File: config.mk
export PLATFORM = sky130hd
export DESIGN_NAME = pipelined_cla_addsub
export DESIGN_NICKNAME = d
export VERILOG_FILES = /design/src/rtl/pipelined_cla_addsub.sv
export SDC_FILE = /design/constraint.sdc
export NUM_CORES = 1
export LEC_CHECK = 0
export ABC_AREA = 1
export CORE_MARGIN = 2
export CORE_UTILIZATION = 25
export DETAILED_ROUTE_END_ITERATION = 16
export PLACE_DENSITY = 0.5
export REMOVE_ABC_BUFFERS = 1
export SETUP_SLACK_MARGIN = 0.15
export SYNTH_ARGS = -nofsm -noshare
export SYNTH_HDL_FRONTEND = slang
export SYNTH_SLANG_ARGS = --single-unit
File: constraint.sdc
create_clock -name clk -period 2.5 [get_ports clk]
set_input_delay 0.75 -clock clk [delete_from_list [all_inputs] [get_ports clk]]
set_output_delay 0.75 -clock clk [all_outputs]
set_load 0.02 [all_outputs]
File: src/rtl/pipelined_cla_addsub.sv
// Pipelined carry-lookahead adder/subtractor: one SW-bit lookahead slice per stage, valid/ready flow control.
// Build macro CLA_SAT_EN: on signed overflow the final stage saturates out_sum to the signed limit.
module pipelined_cla_addsub #(
    parameter int WIDTH  = 16,
    parameter int STAGES = 2
) (
    input  logic             clk,
    input  logic             reset,
    input  logic             in_valid,
    output logic             in_ready,
    input  logic [WIDTH-1:0] in_x,
    input  logic [WIDTH-1:0] in_y,
    input  logic             in_sub,
    output logic             out_valid,
    input  logic             out_ready,
    output logic [WIDTH-1:0] out_sum,
    output logic             out_cout,
    output logic             out_ovf
);
    localparam int SW = WIDTH / STAGES;

    // Lookahead slice: every carry is expanded from g/p and the slice carry-in, no intra-slice ripple.
    function automatic logic [SW:0] cla_slice(input logic [SW-1:0] a, input logic [SW-1:0] b,
                                              input logic cin);
        logic [SW-1:0] g;
        logic [SW-1:0] p;
        logic [SW:0]   c;
        logic          cc;
        logic          pp;
        g    = a & b;
        p    = a ^ b;
        c    = {(SW+1){1'b0}};
        c[0] = cin;
        for (int i = 0; i < SW; i++) begin
            cc = g[i];
            pp = p[i];
            for (int j = i - 1; j >= 0; j--) begin
                cc = cc | (pp & g[j]);
                pp = pp & p[j];
            end
            c[i+1] = cc | (pp & cin);
        end
        return {c[SW], p ^ c[SW-1:0]};
    endfunction

    logic             stall_s;
    logic             adv_s;
    logic             accept_s;
    logic [WIDTH-1:0] yp_s;

    logic             out_valid_r;
    logic [WIDTH-1:0] out_sum_r;
    logic             out_cout_r;
    logic             out_ovf_r;

    assign stall_s   = out_valid_r & ~out_ready;
    assign adv_s     = ~stall_s;
    assign in_ready  = reset | ~stall_s;
    assign accept_s  = in_valid & ~stall_s;
    assign yp_s      = in_sub ? ~in_y : in_y;

    assign out_valid = out_valid_r;
    assign out_sum   = out_sum_r;
    assign out_cout  = out_cout_r;
    assign out_ovf   = out_ovf_r;

    genvar k;
    generate
        for (k = 0; k < STAGES - 1; k++) begin : g_stage
            localparam int LO = (k + 1) * SW;
            localparam int HI = WIDTH - LO;

            logic          valid_r;
            logic [LO-1:0] sum_lo_r;
            logic [HI-1:0] x_hi_r;
            logic [HI-1:0] y_hi_r;
            logic          carry_r;
            logic          xmsb_r;
            logic          ymsb_r;

            logic [SW:0]   res_s;
            logic          nvalid_s;
            logic [LO-1:0] nsum_s;
            logic [HI-1:0] nx_s;
            logic [HI-1:0] ny_s;
            logic          nxm_s;
            logic          nym_s;

            if (k == 0) begin : g_src
                assign res_s    = cla_slice(in_x[SW-1:0], yp_s[SW-1:0], in_sub);
                assign nvalid_s = accept_s;
                assign nsum_s   = res_s[SW-1:0];
                assign nx_s     = in_x[WIDTH-1:SW];
                assign ny_s     = yp_s[WIDTH-1:SW];
                assign nxm_s    = in_x[WIDTH-1];
                assign nym_s    = yp_s[WIDTH-1];
            end else begin : g_src
                assign res_s    = cla_slice(g_stage[k-1].x_hi_r[SW-1:0], g_stage[k-1].y_hi_r[SW-1:0],
                                            g_stage[k-1].carry_r);
                assign nvalid_s = g_stage[k-1].valid_r;
                assign nsum_s   = {res_s[SW-1:0], g_stage[k-1].sum_lo_r};
                assign nx_s     = g_stage[k-1].x_hi_r[HI+SW-1:SW];
                assign ny_s     = g_stage[k-1].y_hi_r[HI+SW-1:SW];
                assign nxm_s    = g_stage[k-1].xmsb_r;
                assign nym_s    = g_stage[k-1].ymsb_r;
            end

            // Stage register: completed low bits, skewed high operand bits and the slice carry.
            always_ff @(posedge clk) begin
                if (reset) begin
                    valid_r  <= 1'b0;
                    sum_lo_r <= {LO{1'b0}};
                    x_hi_r   <= {HI{1'b0}};
                    y_hi_r   <= {HI{1'b0}};
                    carry_r  <= 1'b0;
                    xmsb_r   <= 1'b0;
                    ymsb_r   <= 1'b0;
                end else if (adv_s) begin
                    valid_r  <= nvalid_s;
                    sum_lo_r <= nsum_s;
                    x_hi_r   <= nx_s;
                    y_hi_r   <= ny_s;
                    carry_r  <= res_s[SW];
                    xmsb_r   <= nxm_s;
                    ymsb_r   <= nym_s;
                end
            end
        end
    endgenerate

    logic [SW-1:0]    fa_s;
    logic [SW-1:0]    fb_s;
    logic             fcin_s;
    logic             fvalid_s;
    logic             fxm_s;
    logic             fym_s;
    logic [SW:0]      fres_s;
    logic [WIDTH-1:0] fsum_s;
    logic [WIDTH-1:0] fout_s;
    logic             fovf_s;

    generate
        if (STAGES == 1) begin : g_fin
            assign fa_s     = in_x;
            assign fb_s     = yp_s;
            assign fcin_s   = in_sub;
            assign fvalid_s = accept_s;
            assign fxm_s    = in_x[WIDTH-1];
            assign fym_s    = yp_s[WIDTH-1];
            assign fsum_s   = fres_s[SW-1:0];
        end else begin : g_fin
            assign fa_s     = g_stage[STAGES-2].x_hi_r;
            assign fb_s     = g_stage[STAGES-2].y_hi_r;
            assign fcin_s   = g_stage[STAGES-2].carry_r;
            assign fvalid_s = g_stage[STAGES-2].valid_r;
            assign fxm_s    = g_stage[STAGES-2].xmsb_r;
            assign fym_s    = g_stage[STAGES-2].ymsb_r;
            assign fsum_s   = {fres_s[SW-1:0], g_stage[STAGES-2].sum_lo_r};
        end
    endgenerate

    assign fres_s = cla_slice(fa_s, fb_s, fcin_s);

    // Final-stage overflow flag and result selection.
    always_comb begin
        fovf_s = (fxm_s == fym_s) && (fsum_s[WIDTH-1] != fxm_s);
`ifdef CLA_SAT_EN
        if (fovf_s) begin
            fout_s = {fxm_s, {(WIDTH-1){~fxm_s}}};
        end else begin
            fout_s = fsum_s;
        end
`else
        fout_s = fsum_s;
`endif
    end

    // Output register: sum, carry and overflow of one beat always move together.
    always_ff @(posedge clk) begin
        if (reset) begin
            out_valid_r <= 1'b0;
            out_sum_r   <= {WIDTH{1'b0}};
            out_cout_r  <= 1'b0;
            out_ovf_r   <= 1'b0;
        end else if (adv_s) begin
            out_valid_r <= fvalid_s;
            out_sum_r   <= fout_s;
            out_cout_r  <= fres_s[SW];
            out_ovf_r   <= fovf_s;
        end
    end

endmodule

==> qor.csv, run 1 <==
stage;metric;value;unit
final_layout;most-common-layout-cells;nand2_1 (60), clkdlybuf4s50_1 (52), dfxtp_1 (45), nand3_1 (29), inv_1 (28);
job;max-cap-violations;0;
worst_setup_path;crit_required;1.75;ns
logic_synthesis;synth_area;2482;µm²
pwr;p_int;1.285;mW
sta;setup_ws;0.2181;ns
route;drt_iter0_drc;65;
placed_design;dp.cells;506;
floorplan;fp.dieH;103.6;µm
logic_synthesis;synth_top_cells_by_area;dfxtp_1 (36%), nand2_1 (9.5%), ha_1 (8.1%);
logic_synthesis;synth.area.mux_share;0;
route;wl_per_cell;11.47;µm
placed_design;io_buffers;56;
logic_synthesis;ys_types;35;
sta;setup_violations;0;
final_layout;final_util;0.3513;
final_layout;layout-drive-gt1-share;0.1312;
route;viasPerCell;4.342;
pwr;fin_total_pwr;1.884;mW
worst_setup_path;startpoint;out_ready;
grt;grt_pass1_vias;2129;
sta;timing.hold.ws;0.4537;ns
placed_design;dp_hpwl;4495;µm
floorplan;start_util;0.2563;
logic_synthesis;syn_inst;309;
floorplan;die-area;10740;µm²
pwr;pwr-share-clk;0.242;
final_layout;n_fill_cell;1036;
worst_setup_path;r2r_end;out_sum[14];
cts;worstSkewPairLatency;0.30;ns
cts;post-cts-setup-buffers;0;
logic_synthesis;synth_top_area_frac;0.3629;
pwr;p_per_area;553.9;nW/µm²
floorplan;ios;57;
sta;worst_pin_slew;0.3606;ns
logic_synthesis;yosysTopAreaCell;dfxtp_1;
logic_synthesis;synth_compound_area_frac;0.1336;
logic_synthesis;seq_area_frac_synth;0.3629;
worst_setup_path;crit_path_max_incr_delay;0.25;ns
worst_setup_path;cp_max_fo;2;
logic_synthesis;synth-async-reset-ratio;0;
logic_synthesis;ys_seq_elements;45;
final_layout;final_cells;514;
cts;clk_pin_slew_worst_paths;0.08;ns
cts;cts-root-buf;clkbuf_8;
logic_synthesis;synth_edf_count;0;
logic_synthesis;yosys_warnings;0;
worst_setup_path;crit_buf_inv;3;
worst_setup_path;r2r_slack;0.86;ns
final_layout;final_area;3402;µm²
route;drc;0;
pwr;seqPwrFrac;0.444;
route;wl_met3;253;µm
worst_setup_path;cp_num_cells;5;
worst_setup_path;crit_path_cell_trace;dlygate4sd2_1 > or2_4 > nor2_8 > inv_2 > buf_6;
route;drt_first_pass_iters;4;
worst_hold_path;hp-class;reg2reg;
worst_setup_path;critical_path_class;in2out;
grt;grt_pass1_wl;9942;µm
sta;finalHoldViolCount;0;
pwr;p_leak;1.497;nW
grt;groute.usage.overall;0.1124;
route;routed.top_layer;met4;
floorplan;die_w;103.6;µm
pwr;combPwrFrac;0.314;
sta;max_freq;0.4382;GHz
placed_design;dp_slack;-0.4112;ns
route;vias;2232;
route;ant_nets;0;
route;wl_met1;2872;µm
final_layout;final_common_cell;nand2_1;
final_layout;synthToLayoutAreaGrowth;37.05;%
pwr;power_switching;599.1;µW
sta;rsz0062_at_grt;no;
sta;min_period_over_period;0.9128;
cts;cts_tree;built;
placed_design;placed_area;3249;µm²
worst_setup_path;setup.worst_path.start_class;input pin;
final_layout;n_antenna_cell;0;
cts;clock-sinks;45;
final_layout;nets;434;
logic_synthesis;syn_area_per_cell;8.034;µm²
sta;clock_skew;0.01013;ns
logic_synthesis;synthSimpleGateAreaFrac;0.2571;
logic_synthesis;synthFlopType;dfxtp_1;
worst_setup_path;endpoint_kind;output pin;
sta;max_slew_margin;0.7596;
worst_setup_path;rr_worst_depth;8;
cts;cts_made_buffers;5;
worst_setup_path;rr_startpoint;fa_s[4];
grt;antenna_found_initial;0;
worst_setup_path;critical_path.top_delay_family;buffers and inverters;
pwr;max-vdd-ir-drop;0.1995;mV
sta;slew_violations;0;
worst_setup_path;crit_path_end;in_ready;
sta;tns;0;ns
route;routed_wl;5896;µm
grt;grt_overflow;0;
floorplan;core;9684;µm²
grt;grt_max_degree;34;
logic_synthesis;synth-adder-area-share;0.08871;
sta;period_minus_slack;2.282;ns
cts;cts_max_level;2;
worst_setup_path;cp_slowest_cell;or2_4;
outcome;status;completed;
cts;clock_path_buffers;2;
pwr;switching_share;0.3179;
logic_synthesis;synthXorXnorAreaFrac;0.06704;
route;met2_length;2722;µm
logic_synthesis;synth_top_family_by_area;simple AND/OR/NAND/NOR gates;
floorplan;std_cell_rows;36;
worst_setup_path;arrival;1.53;ns
placed_design;place.gp.congestion;0.7858;
==> cell usage after synthesis (2+ instances only) <==
cell      number
nand3_1       33
nor2_1        16
a21oi_1       11
xnor2_1        9
buf_6          6
a211oi_1       4
xor2_1        10
a22o_1        10
nand3b_1       2
nand2_1       63
inv_2          2
o22ai_1        3
o21ai_0       14
nor3_1         2
inv_1         28
ha_1          16
dfxtp_1       45
buf_4          4
o21ai_1        7
nand4_1        9
==> state kept, by name (all words and copies together), names as in the netlist <==
signal and count:
out_sum 16, fa_s 8, fb_s 8, g_stage.sum_lo_r 8, fcin_s 1, fvalid_s 1
out_cout 1, out_ovf 1, out_valid 1
==> power by group through the flow <==
stage / logic (mW) / clock network, mW / registers (mW)
3_5_place_dp: 0.574 / 0 / 0.854
5_1_grt: 0.658 / 0.507 / 0.846
6_report: 0.591 / 0.456 / 0.837
3_3_place_gp: 0.569 / 0 / 0.854
2_1_floorplan: 0.284 / 0 / 0.886
4_1_cts: 0.584 / 0.477 / 0.837
==> worst min-delay path by stage <==
stage / slack [ns] / depth (start not counted) / startpoint / endpoint
floorplan: 0.43 / 2 / g_stage[0].sum_lo_r[5] / g_stage[0].sum_lo_r[5]
global placement: 0.44 / 2 / out_sum[12] / out_sum[12]
detailed placement: 0.44 / 2 / out_sum[14] / out_sum[14]
CTS: 0.46 / 2 / out_sum[12] / out_sum[12]
global route: 0.47 / 2 / out_sum[12] / out_sum[12]
finish: 0.45 / 2 / out_sum[14] / out_sum[14]
==> area by class of cell <==
cell class | count | area [µm²] | area share
Timing Repair Buffer | 75 | 715.7 | 0.2104
Sequential cell | 45 | 900.9 | 0.2648
Tap cell | 133 | 166.4 | 0.04892
Inverter | 32 | 122.6 | 0.03604
Multi-Input combinational cell | 221 | 1406 | 0.4134
Clock buffer | 5 | 68.82 | 0.02023
Clock inverter | 3 | 21.27 | 0.006252
==> worst min-delay path: cells and delay by family (launching register included) <==
family        cells  cell delay (ns)
simple gates      2             0.10
flops             1             0.31
==> per-layer routing <==
metal | GRT usage | vias up
li1 | - | 1188
met1 | 0.1402 | 998
met2 | 0.1921 | 42
met3 | 0.03021 | 4
met4 | 0.02896 | 0
met5 | 0 | -
==> cell families (layout without fill, tap and decap cells) <==
group | after synthesis | in the layout
AO/OA/AOI/OAI | 52 | 52
XOR/XNOR | 19 | 19
adder cells (fa/ha/maj) | 17 | 17
buffers and inverters | 43 | 115
flip-flops | 45 | 45
AND/OR/NAND/NOR | 133 | 133
==> timing repair <==
action                     in CTS  in global routing
pin swaps                       6                 11
hold buffers                    0                  0
setup endpoints to repair       5                  7
gates resized for setup        13                 12
Note: power is estimated with default switching activity, not from simulation.
==> inputs of run 2 (changes only) <==
--- a/config.mk
+++ b/config.mk
@@ -11,7 +11,6 @@
 export DETAILED_ROUTE_END_ITERATION = 16
 export PLACE_DENSITY = 0.5
 export REMOVE_ABC_BUFFERS = 1
-export SETUP_SLACK_MARGIN = 0.15
 export SYNTH_ARGS = -nofsm -noshare
 export SYNTH_HDL_FRONTEND = slang
 export SYNTH_SLANG_ARGS = --single-unit
==> qor.csv, run 2 (synthesis gave the netlist of run 1 again) <==
stage;metric;value;unit
outcome;status;completed;
cts;cts_tree;built;
pwr;pwr-share-clk;0.245;
placed_design;place.gp.congestion;0.7858;
cts;cts_made_buffers;5;
final_layout;multi_input_area;1369;µm²
floorplan;core;9684;µm²
route;vias;2208;
job;max-cap-violations;0;
pwr;p_leak;1.465;nW
worst_setup_path;crit_required;1.75;ns
sta;clock_skew;0.01048;ns
worst_setup_path;arrival;1.70;ns
sta;finalHoldViolCount;0;
floorplan;ios;57;
final_layout;synthToLayoutAreaGrowth;35.13;%
pwr;p_int;1.279;mW
route;routed_wl;5868;µm
cts;worstSkewPairLatency;0.30;ns
grt;grt_pass1_wl;9901;µm
placed_design;dp_slack;-0.4112;ns
cts;cts_max_level;2;
final_layout;final_common_cell;nand2_1;
cts;clock-sinks;45;
floorplan;die_w;103.6;µm
final_layout;nets;435;
cts;cts-root-buf;clkbuf_8;
grt;grt_pass1_vias;2114;
worst_setup_path;cp_slowest_cell;clkdlybuf4s50_1;
floorplan;die-area;10740;µm²
placed_design;dp_hpwl;4495;µm
final_layout;layout-drive-gt1-share;0.1126;
cts;clock_path_buffers;2;
route;ant_nets;0;
worst_setup_path;crit_path_max_incr_delay;0.40;ns
pwr;seqPwrFrac;0.448;
grt;antenna_found_initial;0;
worst_setup_path;crit_path_cell_trace;clkdlybuf4s50_1 > or2_4 > nor2_8 > inv_2 > buf_2;
cts;clk_pin_slew_worst_paths;0.08;ns
final_layout;most-common-layout-cells;nand2_1 (63), clkdlybuf4s50_1 (55), dfxtp_1 (45), nand3_1 (32), inv_1 (28);
placed_design;io_buffers;56;
cts;cts_hold_buf;0;
floorplan;fp.dieH;103.6;µm
route;drt_first_pass_iters;4;
floorplan;start_util;0.2563;
final_layout;n_fill_cell;1046;
pwr;switching_share;0.3159;
grt;grt_max_degree;34;
sta;min_period_over_period;0.9804;
final_layout;largest_register_ffs;16;
final_layout;final_cells;515;
worst_setup_path;setup.worst_path.start_class;input pin;
final_layout;final_util;0.3464;
worst_setup_path;critical_path_class;in2out;
floorplan;std_cell_rows;36;
sta;setup_violations;0;
pwr;p_per_area;557.2;nW/µm²
sta;max_slew_margin;0.7571;
sta;rsz0062_at_grt;yes;
route;viasPerCell;4.287;
sta;period_minus_slack;2.451;ns
pwr;max-vdd-ir-drop;0.1967;mV
route;drt_iter0_drc;56;
worst_hold_path;hp-class;reg2reg;
sta;max_freq;0.4080;GHz
pwr;power_switching;590.4;µW
grt;grt_overflow;0;
sta;worst_pin_slew;0.3643;ns
sta;setup_ws;0.04910;ns
sta;slew_violations;0;
worst_setup_path;endpoint_kind;output pin;
final_layout;n_antenna_cell;0;
final_layout;seqCellArea;900.9;µm²
route;wl_per_cell;11.39;µm
route;drc;0;
worst_setup_path;cp_max_fo;2;
grt;groute.usage.overall;0.1120;
pwr;combPwrFrac;0.308;
placed_design;dp.cells;506;
## run 2: cell types whose count changed in the layout (fill, tap and decap cells not counted), moves of 2 or more
cell	delta
nand2_2	-3
nand3_1	+3
buf_6	-3
dlymetal6s2s_1	-2
nand2_1	+3
nand3_2	-3
buf_4	+3
clkdlybuf4s50_1	+3
## run 2: area by class of cell
type | instances | area share
inverter | 32 | 0.03655
multi-input combinational | 221 | 0.4081
clock inverter | 3 | 0.006341
sequential | 45 | 0.2686
clock buffer | 5 | 0.02051
tap | 133 | 0.04961
timing repair buffer | 76 | 0.2104
## run 2: worst max-delay path: cells and delay by family
kind	cells	cell delay, ns
buffers and inverters	3	0.60
AND/OR/NAND/NOR	2	0.35
## run 2: stage by stage
stage | cell area, µm² | power, mW | TNS, ns | hold WS [ns]
after floorplan | 2380 | 1.170 | 0 | 0.4270
after global placement | 3249 | 1.423 | -1.306 | 0.4378
after detailed placement | 3249 | 1.428 | -1.456 | 0.4397
after CTS | 3337 | 1.892 | 0 | 0.4570
after global routing | 3354 | 1.994 | -0.02706 | 0.4680
final | 3354 | 1.869 | 0 | 0.4538
## run 2: final timing paths
check | startpoint | to | slack [ns] | depth (start not counted)
max | out_ready | in_ready | 0.05 | 5
min | out_sum[14] | out_sum[14] | 0.45 | 2
max reg2reg | fa_s[4] | out_sum[14] | 0.87 | 8
min reg2reg | out_sum[14] | out_sum[14] | 0.45 | 2
## run 2: metal layers
metal,routed length [µm],track usage,vias to the layer above
li1,-,-,1184
met1,2889,0.1402,981
met2,2682,0.1906,39
met3,249,0.03021,4
met4,46,0.02896,0
met5,0,0,-
## run 2: power by group through the flow
stage | logic (mW) | clock network, mW | registers [mW]
2_1_floorplan | 0.284 | 0 | 0.886
3_3_place_gp | 0.569 | 0 | 0.854
3_5_place_dp | 0.574 | 0 | 0.854
4_1_cts | 0.578 | 0.477 | 0.837
5_1_grt | 0.641 | 0.507 | 0.846
6_report | 0.575 | 0.458 | 0.836
## run 2: what timing repair did
action,4_1_cts,5_1_grt
endpoints found under the hold margin,0,0
endpoints found under the setup margin,1,4
resized for setup,5,3
buffers inserted,0,1
pin swaps,0,5
